**config.mk**
```make
export PLATFORM = sky130hd
export DESIGN_NAME = ni_packetizer_flat
export DESIGN_NICKNAME = d
export VERILOG_FILES = /design/src/rtl/ni_packetizer_if.sv /design/src/rtl/ni_packetizer.sv /design/src/flat_wrapper.sv
export SDC_FILE = /design/constraint.sdc
export NUM_CORES = 1
export LEC_CHECK = 0
export CAP_MARGIN = 25
export CORE_MARGIN = 8
export CORE_UTILIZATION = 44
export CTS_BUF_LIST = sky130_fd_sc_hd__clkbuf_16
export CTS_CLUSTER_DIAMETER = 30
export DETAILED_ROUTE_END_ITERATION = 8
export HOLD_SLACK_MARGIN = 0.08
export PLACE_DENSITY = 0.76
export SYNTH_ARGS = -nofsm -noshare
export SYNTH_HDL_FRONTEND = slang
export SYNTH_SLANG_ARGS = --single-unit
```
**constraint.sdc**
```tcl
create_clock -name clk -period 2.2 [get_ports clk]
set_input_delay 0.55 -clock clk [delete_from_list [all_inputs] [get_ports clk]]
set_output_delay 0.55 -clock clk [all_outputs]
set_load 0.02 [all_outputs]
```
**src/rtl/ni_packetizer_if.sv**
```systemverilog
// Signal bundle between a core, the NI packetizer and the router's local input port.
// slave = the packetizer; master = the core/router environment driving it.
interface ni_packetizer_if #(
    parameter int LEN_W = 4,
    parameter int CRD_W = 3
);
    logic             pkt_valid;
    logic             pkt_ready;
    logic [1:0]       pkt_dest_x;
    logic [1:0]       pkt_dest_y;
    logic [LEN_W-1:0] pkt_len;
    logic             data_valid;
    logic             data_ready;
    logic [5:0]       data_in;
    logic [7:0]       flit_out;
    logic             flit_valid;
    logic             credit_in;
    logic [CRD_W-1:0] credits;
    logic             busy;
    logic             pkt_err;

    modport slave (
        input  pkt_valid, pkt_dest_x, pkt_dest_y, pkt_len, data_valid, data_in, credit_in,
        output pkt_ready, data_ready, flit_out, flit_valid, credits, busy, pkt_err
    );

    modport master (
        output pkt_valid, pkt_dest_x, pkt_dest_y, pkt_len, data_valid, data_in, credit_in,
        input  pkt_ready, data_ready, flit_out, flit_valid, credits, busy, pkt_err
    );
endinterface

```
**src/rtl/ni_packetizer.sv**
```systemverilog
// Mesh NI injector: turns a packet request plus payload stream into header/body/tail
// flits for the router local port, throttled by credits for the router's input buffer.
module ni_packetizer #(
    parameter int X_NODE_NUM = 4,
    parameter int Y_NODE_NUM = 4,
    parameter int X_S_ADDR   = 0,
    parameter int Y_S_ADDR   = 1,
    parameter int BUF_DEPTH  = 4,
    parameter int CRD_W      = 3,
    parameter int LEN_W      = 4
) (
    input  logic           clk,
    input  logic           rst,
    ni_packetizer_if.slave bus
);
    typedef enum logic [1:0] {
        IDLE = 2'd0,
        HDR  = 2'd1,
        BODY = 2'd2
    } state_t;

    localparam logic [CRD_W-1:0] CRD_MAX = CRD_W'(BUF_DEPTH);
    localparam logic [1:0]       SELF_X  = 2'(X_S_ADDR);
    localparam logic [1:0]       SELF_Y  = 2'(Y_S_ADDR);
    localparam logic [1:0]       T_HDR   = 2'b10;
    localparam logic [1:0]       T_BODY  = 2'b00;
    localparam logic [1:0]       T_TAIL  = 2'b01;

    state_t           state_q, state_d;
    logic [CRD_W-1:0] crd_q, crd_d;
    logic [LEN_W-1:0] rem_q, rem_d;
    logic [LEN_W-1:0] len_q, len_d;
    logic [1:0]       dx_q, dx_d;
    logic [1:0]       dy_q, dy_d;
    logic [7:0]       flit_q, flit_d;
    logic             fv_q, fv_d;
    logic             err_q, err_d;

    logic             send;
    logic             req_bad;
    logic             data_rdy;

    always_comb begin
        state_d = state_q;
        crd_d   = crd_q;
        rem_d   = rem_q;
        len_d   = len_q;
        dx_d    = dx_q;
        dy_d    = dy_q;
        flit_d  = flit_q;
        fv_d    = 1'b0;
        err_d   = 1'b0;
        send    = 1'b0;

        // Self-addressed or off-mesh destinations and empty packets never enter the network.
        req_bad = (bus.pkt_len == '0)
               || (bus.pkt_dest_x == SELF_X && bus.pkt_dest_y == SELF_Y)
               || (32'(bus.pkt_dest_x) >= 32'(X_NODE_NUM))
               || (32'(bus.pkt_dest_y) >= 32'(Y_NODE_NUM));

        data_rdy = (state_q == BODY) && (crd_q != '0);

        case (state_q)
            IDLE: begin
                if (bus.pkt_valid) begin
                    if (req_bad) begin
                        err_d = 1'b1;
                    end else begin
                        dx_d    = bus.pkt_dest_x;
                        dy_d    = bus.pkt_dest_y;
                        len_d   = bus.pkt_len;
                        state_d = HDR;
                    end
                end
            end
            HDR: begin
                if (crd_q != '0) begin
                    flit_d  = {T_HDR, 2'b00, dx_q, dy_q};
                    fv_d    = 1'b1;
                    send    = 1'b1;
                    rem_d   = len_q;
                    state_d = BODY;
                end
            end
            BODY: begin
                if (bus.data_valid && data_rdy) begin
                    flit_d = {(rem_q == LEN_W'(1)) ? T_TAIL : T_BODY, bus.data_in};
                    fv_d   = 1'b1;
                    send   = 1'b1;
                    rem_d  = rem_q - LEN_W'(1);
                    if (rem_q == LEN_W'(1)) begin
                        state_d = IDLE;
                    end
                end
            end
            default: state_d = IDLE;
        endcase

        // A returned credit and a send in the same cycle cancel out.
        case ({bus.credit_in, send})
            2'b10:   crd_d = (crd_q == CRD_MAX) ? crd_q : crd_q + CRD_W'(1);
            2'b01:   crd_d = crd_q - CRD_W'(1);
            default: crd_d = crd_q;
        endcase
    end

    always_ff @(posedge clk) begin
        if (rst) begin
            state_q <= IDLE;
            crd_q   <= CRD_MAX;
            rem_q   <= '0;
            len_q   <= '0;
            dx_q    <= '0;
            dy_q    <= '0;
            flit_q  <= '0;
            fv_q    <= 1'b0;
            err_q   <= 1'b0;
        end else begin
            state_q <= state_d;
            crd_q   <= crd_d;
            rem_q   <= rem_d;
            len_q   <= len_d;
            dx_q    <= dx_d;
            dy_q    <= dy_d;
            flit_q  <= flit_d;
            fv_q    <= fv_d;
            err_q   <= err_d;
        end
    end

    assign bus.pkt_ready  = (state_q == IDLE);
    assign bus.data_ready = data_rdy;
    assign bus.flit_out   = flit_q;
    assign bus.flit_valid = fv_q;
    assign bus.credits    = crd_q;
    assign bus.busy       = (state_q != IDLE);
    assign bus.pkt_err    = err_q;
endmodule

```
**src/flat_wrapper.sv**
```systemverilog
// flat-port wrapper written by rule: the top's interface ports become plain ports
module ni_packetizer_flat 
#(
    parameter int X_NODE_NUM = 4,
    parameter int Y_NODE_NUM = 4,
    parameter int X_S_ADDR   = 0,
    parameter int Y_S_ADDR   = 1,
    parameter int BUF_DEPTH  = 4,
    parameter int CRD_W      = 3,
    parameter int LEN_W      = 4
)
  (clk, rst, bus_pkt_valid, bus_pkt_dest_x, bus_pkt_dest_y, bus_pkt_len, bus_data_valid, bus_data_in, bus_credit_in, bus_pkt_ready, bus_data_ready, bus_flit_out, bus_flit_valid, bus_credits, bus_busy, bus_pkt_err);
  ni_packetizer_if #(.LEN_W(LEN_W), .CRD_W(CRD_W)) bus_i ();
  input  logic clk;
  input  logic rst;
  input wire logic [$bits(bus_i.pkt_valid)-1:0] bus_pkt_valid;
  input wire logic [$bits(bus_i.pkt_dest_x)-1:0] bus_pkt_dest_x;
  input wire logic [$bits(bus_i.pkt_dest_y)-1:0] bus_pkt_dest_y;
  input wire logic [$bits(bus_i.pkt_len)-1:0] bus_pkt_len;
  input wire logic [$bits(bus_i.data_valid)-1:0] bus_data_valid;
  input wire logic [$bits(bus_i.data_in)-1:0] bus_data_in;
  input wire logic [$bits(bus_i.credit_in)-1:0] bus_credit_in;
  output wire logic [$bits(bus_i.pkt_ready)-1:0] bus_pkt_ready;
  output wire logic [$bits(bus_i.data_ready)-1:0] bus_data_ready;
  output wire logic [$bits(bus_i.flit_out)-1:0] bus_flit_out;
  output wire logic [$bits(bus_i.flit_valid)-1:0] bus_flit_valid;
  output wire logic [$bits(bus_i.credits)-1:0] bus_credits;
  output wire logic [$bits(bus_i.busy)-1:0] bus_busy;
  output wire logic [$bits(bus_i.pkt_err)-1:0] bus_pkt_err;
  assign bus_i.pkt_valid = bus_pkt_valid;
  assign bus_i.pkt_dest_x = bus_pkt_dest_x;
  assign bus_i.pkt_dest_y = bus_pkt_dest_y;
  assign bus_i.pkt_len = bus_pkt_len;
  assign bus_i.data_valid = bus_data_valid;
  assign bus_i.data_in = bus_data_in;
  assign bus_i.credit_in = bus_credit_in;
  assign bus_pkt_ready = bus_i.pkt_ready;
  assign bus_data_ready = bus_i.data_ready;
  assign bus_flit_out = bus_i.flit_out;
  assign bus_flit_valid = bus_i.flit_valid;
  assign bus_credits = bus_i.credits;
  assign bus_busy = bus_i.busy;
  assign bus_pkt_err = bus_i.pkt_err;
  ni_packetizer #(.X_NODE_NUM(X_NODE_NUM), .Y_NODE_NUM(Y_NODE_NUM), .X_S_ADDR(X_S_ADDR), .Y_S_ADDR(Y_S_ADDR), .BUF_DEPTH(BUF_DEPTH), .CRD_W(CRD_W), .LEN_W(LEN_W)) u_core (.clk(clk), .rst(rst), .bus(bus_i));
endmodule
```
======== After elaboration in Yosys (flattened, before gate mapping) ========
Index checks and enable logic that the tools add are counted.
word-level totals
  flip-flop bits (word level) ............. 27
  input bits .............................. 19
  output and inout port bits .............. 16
  logic and storage cells ................. 63
cells by class
  add/sub/neg operators ................... 3
  eq/ne operators ......................... 13
  mux-type cells .......................... 19
  bitwise gates (word level) .............. 3
  reductions and logical operators ........ 16
operator list
  operator                                                                number
  8-bit 2-to-1 mux                                                        2
  8-bit case mux with 2 select lines                                      1
  2-bit 2-to-1 mux                                                        5
  2-bit inequality test (second input constant)                           5
  4-bit 2-to-1 mux                                                        2
  4-bit case mux with 2 select lines                                      1
  2-bit by 1-bit equality test with 1-bit output (second input constant)  3
  2-bit case mux with 3 select lines                                      1
  3-bit case mux with 2 select lines                                      1
  3-bit AND reduction                                                     2
  2-bit nonzero test                                                      3
  5-bit AND reduction                                                     1
  2-bit equality test (second input constant)                             2
  4-bit by 1-bit equality test with 1-bit output (second input constant)  1
  2-bit logical NOT                                                       2
  4-bit logical NOT                                                       1
  1-bit 2-to-1 mux                                                        4
  4-bit by 1-bit subtractor with 4-bit output (second input constant)     1
  3-bit by 1-bit adder with 3-bit output (second input constant)          1
  3-bit equality test (second input constant)                             1
  1-bit logical AND                                                       3
  3-bit 2-to-1 mux                                                        1
  1-bit inverter                                                          3
  3-bit nonzero test                                                      1
  other kinds (6)                                                         6

======== Longest topological paths before layout ========
  word-level depth ........................ 8
  depth in mapped cells ................... 11
  depth with buffers taken out ............ 10

======== Worst setup path before layout ========
Ideal clock, no wire load.
  path type ............................... flip-flop to flip-flop
  from .................................... register u_core.state_q[0]
  to ...................................... register u_core.crd_q[2], in the netlist u_core.bus.credits[2]
  library setup time ...................... 134 ps
  arrival time ............................ 2158 ps
  data required time ...................... 2066 ps
  slack ................................... -92 ps
  stages on the path, launching flop included .. 11
  buffers on the path ..................... 1
  clock period less this slack ............ 2292 ps
  cell sequence ........................... dfxtp_1 -> inv_1 -> ha_1 -> buf_2 -> nand3_1 -> or2_2 -> fa_1 -> nor2b_1 -> a21bo_2 -> o211ai_1 -> o211ai_1
on the way
  cells in the longest elaborated chain, start to end .. 8
  elaborated cells between the ends (all ways) .. 12
  those cells by class .................... 5 x eq/ne; 3 x mux; 4 x reduce/logical
ends and longest elaborated chain
  element                                                                                       line                                      text
  start, declared                                                                               ni_packetizer.sv:29                       state_t state_q, state_d;
  start signal, assigned                                                                        ni_packetizer.sv:119                      state_q <= state_d;
  2-bit equality test                                                                           ni_packetizer.sv:61, ni_packetizer.sv:63
  1-bit logical AND                                                                             ni_packetizer.sv:61                       data_rdy = (state_q == BODY) && (crd_q != '0);
  1-bit logical AND                                                                             ni_packetizer.sv:86                       if (bus.data_valid && data_rdy) begin
  1-bit 2-to-1 mux                                                                              ni_packetizer.sv:86
  1-bit case mux with 2 select lines (*)                                                        ni_packetizer.sv:63                       case (state_q)
  2-bit equality test / 2-bit by 1-bit equality test with 1-bit output (equally long branches)  ni_packetizer.sv:100                      case ({bus.credit_in, send})
  2-bit inequality test (no line) / 2-bit nonzero test (equally long branches)                  n/a
  2-bit AND reduction (no line)                                                                 n/a
  end signal, assigned                                                                          ni_packetizer.sv:120                      crd_q <= crd_d;
  end, declared                                                                                 ni_packetizer.sv:30                       logic [CRD_W-1:0] crd_q, crd_d;
Mark *: on every way between the ends. The rest lies on a longest branch, timed or not.
A chain may end at the register's enable or synchronous reset.

======== Worst setup path after layout ========
Ends and elaborated chain as after synthesis.

==> out/metrics.cfg <==
[cells_and_area]
seqCellArea_um2 = 546
multi_input_area_um2 = 856
area_growth_pct = 43.5
finalNonFillerCells = 250
antennaDiodeCount = 0
drive_above_1_share_pct = 20.9
fill_cells = 241
nets = 233

[critical_path]
timing.critical_path.from_type = register
cp.arrival_ns = 2.31
cpPeakStageDelay_ns = 0.37
path_buf_inv = 1
path_max_fanout = 3
critPathKind = reg2reg
path_delay_family = compound AO/OA/AOI/OAI gates
crit_chain = inv_4 > ha_4 > a21o_1 > nand3_2 > or2_4 > fa_2 > nor2b_2 > a21bo_2 > o31a_1 > o211ai_1
slowest_stage = dfxtp_4
critPathRequiredTime_ns = 2.38
crit_path_end_kind = register

[place]
finalWeightedCongestion = 0.877
port-buffer-count = 34
hpwl_um = 2780
placed_cells = 243

[global_routing]
grt_max_degree = 17
grt_pass1_wl_um = 6000
gr-total-overflow = 0
track_usage_pct = 14.3
grt_pass1_vias = 1314
antenna_found_initial = 0

[logic_synthesis]
ys_seq_area_share_pct = 38.0
synth_nets = 185
synth_warnings = 0
synth_seq_cells = 27
netlist_area_um2 = 1420
syn_inst = 159
avgSynthCellArea_um2 = 8.95
synth_mux_area_share_pct = 11.4
synth_top_family_by_area = simple AND/OR/NAND/NOR gates
synth_compound_area_share_pct = 18.3
synthAdderAreaFrac_pct = 6.68
synthXorXnorAreaFrac_pct = 0
ys_types = 38
synthSimpleGateAreaFrac_pct = 20.2

[power]
combPwrFrac_pct = 36.5
swShare_pct = 33.1
pwr-share-seq_pct = 36.9
power.leakage_nw = 0.765
power_frac_clock_pct = 26.5
p_sw_w = 0.000530
total_power_w = 0.00160
power_density_nw_per_um2 = 785
intPower_w = 0.00107
ir_worst_vdd_v = 0.000378

[route]
drt_iter0_drc = 57
post_drt_wl_per_cell_um = 14.9
wirelength_um = 3740
drtPass1Iterations = 4
drcViolationCount = 0
drtAntennaViolNets = 0
via_count = 1289
viasPerCell = 5.16

[timing]
maxSlewHeadroom_pct = 72.9
finalSetupViolations = 0
worstMarginPinSlew_ns = 0.405
drv_slew = 0
fin_crit_sh_pct = 96.6
rsz0062_at_grt = false
finClkSkew_ns = 0.00228
holdWs_ns = 0.467
period_needed_ns = 2.12
fmax_mhz = 471
final_hold_viol_count = 0

[die]
fp.coreArea_um2 = 3080
start_util_pct = 46.2
io_pins = 35
rows = 20
die_y_um = 72.9
die_w_um = 72.9
dieArea_um2 = 5310

[cts]
cts-root-buf = clkbuf_16
clk_path_buf_depth = 2
clock_latency_ns = 0.26
cts_max_level = 1
numCtsBuffers = 3
tritoncts = done
ctsHoldBuffers = 0
cts.clk_slew.worst_paths_ns = 0.07
cts.sinks = 27

[job]
drv_cap = 0

[outcome]
outcome = completed

[worst_hold_path]
hold_path.class = reg2reg

layer usage:
layer	vias to the layer above	share of wire, %	track usage [%]
met5	-	0	0
met4	0	0.80	5.33
met3	4	7.5	5.49
met2	46	48	23.2
met1	594	44	16.5
li1	645	-	-
power by group through the flow:
stage	registers (W)	logic, W	clock network, W
2_1_floorplan	0.000625	0.000329	0
3_3_place_gp	0.000592	0.000543	0
3_5_place_dp	0.000595	0.000561	0
4_1_cts	0.000585	0.000562	0.000430
5_1_grt	0.000599	0.000637	0.000453
6_report	0.000592	0.000586	0.000425
flip-flops by register name, indices dropped and copies added (netlist names):
signal and count:
u_core.bus.flit_valid 1, u_core.state_q 2, u_core.dy_q 2, u_core.dx_q 2, u_core.bus.flit_out 8, u_core.bus.pkt_err 1, u_core.rem_q 4, u_core.len_q 4
u_core.bus.credits 3
placed cells by master, fill, tap and decap left out, types with 2 or more instances in the layout:
| cell | n |
|---|---|
| inv_1 | 7 |
| nand2b_1 | 5 |
| dlygate4sd2_1 | 3 |
| mux2i_1 | 14 |
| clkbuf_16 | 3 |
| dfxtp_1 | 25 |
| nand2_1 | 10 |
| nor2_1 | 24 |
| o211ai_1 | 3 |
| nand3_1 | 4 |
| o21ai_0 | 3 |
| ha_4 | 3 |
| nor3_1 | 6 |
| nor2b_1 | 2 |
| inv_4 | 2 |
| buf_4 | 17 |
| nand3b_1 | 2 |
| mux2_2 | 2 |
| clkdlybuf4s50_1 | 31 |
| ha_1 | 3 |
| a21oi_1 | 9 |
| a211oi_2 | 4 |
worst paths after layout:
kind | depth (start not counted) | to | slack [ns] | start
max | 10 | u_core.bus.credits[2]$_SDFFE_PP1P_ | 0.08 | u_core.state_q[0]$_SDFFE_PP0P_
min | 2 | u_core.bus.flit_out[6]$_SDFFE_PP0P_ | 0.47 | u_core.bus.flit_out[6]$_SDFFE_PP0P_
max reg2reg | 10 | u_core.bus.credits[2]$_SDFFE_PP1P_ | 0.08 | u_core.state_q[0]$_SDFFE_PP0P_
min reg2reg | 2 | u_core.bus.flit_out[6]$_SDFFE_PP0P_ | 0.47 | u_core.bus.flit_out[6]$_SDFFE_PP0P_
synth_stat cells (all sizes together):
cell     number  area, um^2
inv           9        33.8
or2           1        6.26
o221ai        1        8.76
clkbuf        3        11.3
o211a         1        17.5
o31ai         1        7.51
fa            1        20.0
nor4b         1        8.76
o31a          1        8.76
a2bb2oi       1        15.0
nand2        10        37.5
o211ai        4        35.0
nor3          6        30.0
a211oi        4        50.1
o22ai         1        6.26
ha            6        75.1
or3           1        11.3
a21bo         1        10.0
nor3b         1        7.51
mux2          2        22.5
nand2b        5        31.3
a21o          1        7.51
buf           5        31.3
a22o          1        8.76
nor2b         3        18.8
o21ai         3        15.0
dfxtp        27         541
nand3b        2        15.0
o2bb2ai       1        8.76
nor4          1        6.26
nand3         5        25.0
a21boi        1        7.51
a21oi         9        45.0
mux2i        14         140
nor2         24        90.1
o32ai         1        8.76
area by class of cell:
class	count	area share [%]
multi-input combinational	115	41.9
tap	44	2.70
clock buffer	3	3.68
sequential	27	26.7
inverter	9	1.90
clock inverter	1	0.368
timing repair buffer	51	22.7
through the flow:
step                TNS [ns]  instance area, um^2  setup slack, ns  util (%)
floorplan                  0                 1440           0.0123         -
global placement      -0.579                 1890           -0.332      61.3
detailed placement    -0.708                 1890           -0.417      61.3
CTS                 -0.00190                 1980         -0.00190      64.3
global route               0                 2040          0.00984      66.3
finish                     0                 2040           0.0757      66.3
what timing repair did:
item,4_1_cts,5_1_grt
resized for setup,5,11
setup endpoints to repair,4,2
pin swaps,3,4
hold endpoints to repair,0,0
setup buffers,1,2
cells by family after synthesis:
kind of cell | count (synthesis)
AND/OR/NAND/NOR | 60
AO/OA/AOI/OAI | 32
flip-flops | 27
buffers and inverters | 17
multiplexers | 16
adder cells (fa/ha/maj) | 7
tightest hold or removal path, delay by kind of cell (launching register included):
family / cells / cell delay [ns]
flip-flops: 1 / 0.32
AO/OA/AOI/OAI: 1 / 0.05
AND/OR/NAND/NOR: 1 / 0.05
No activity file was read; power rests on OpenSTA's default activity.
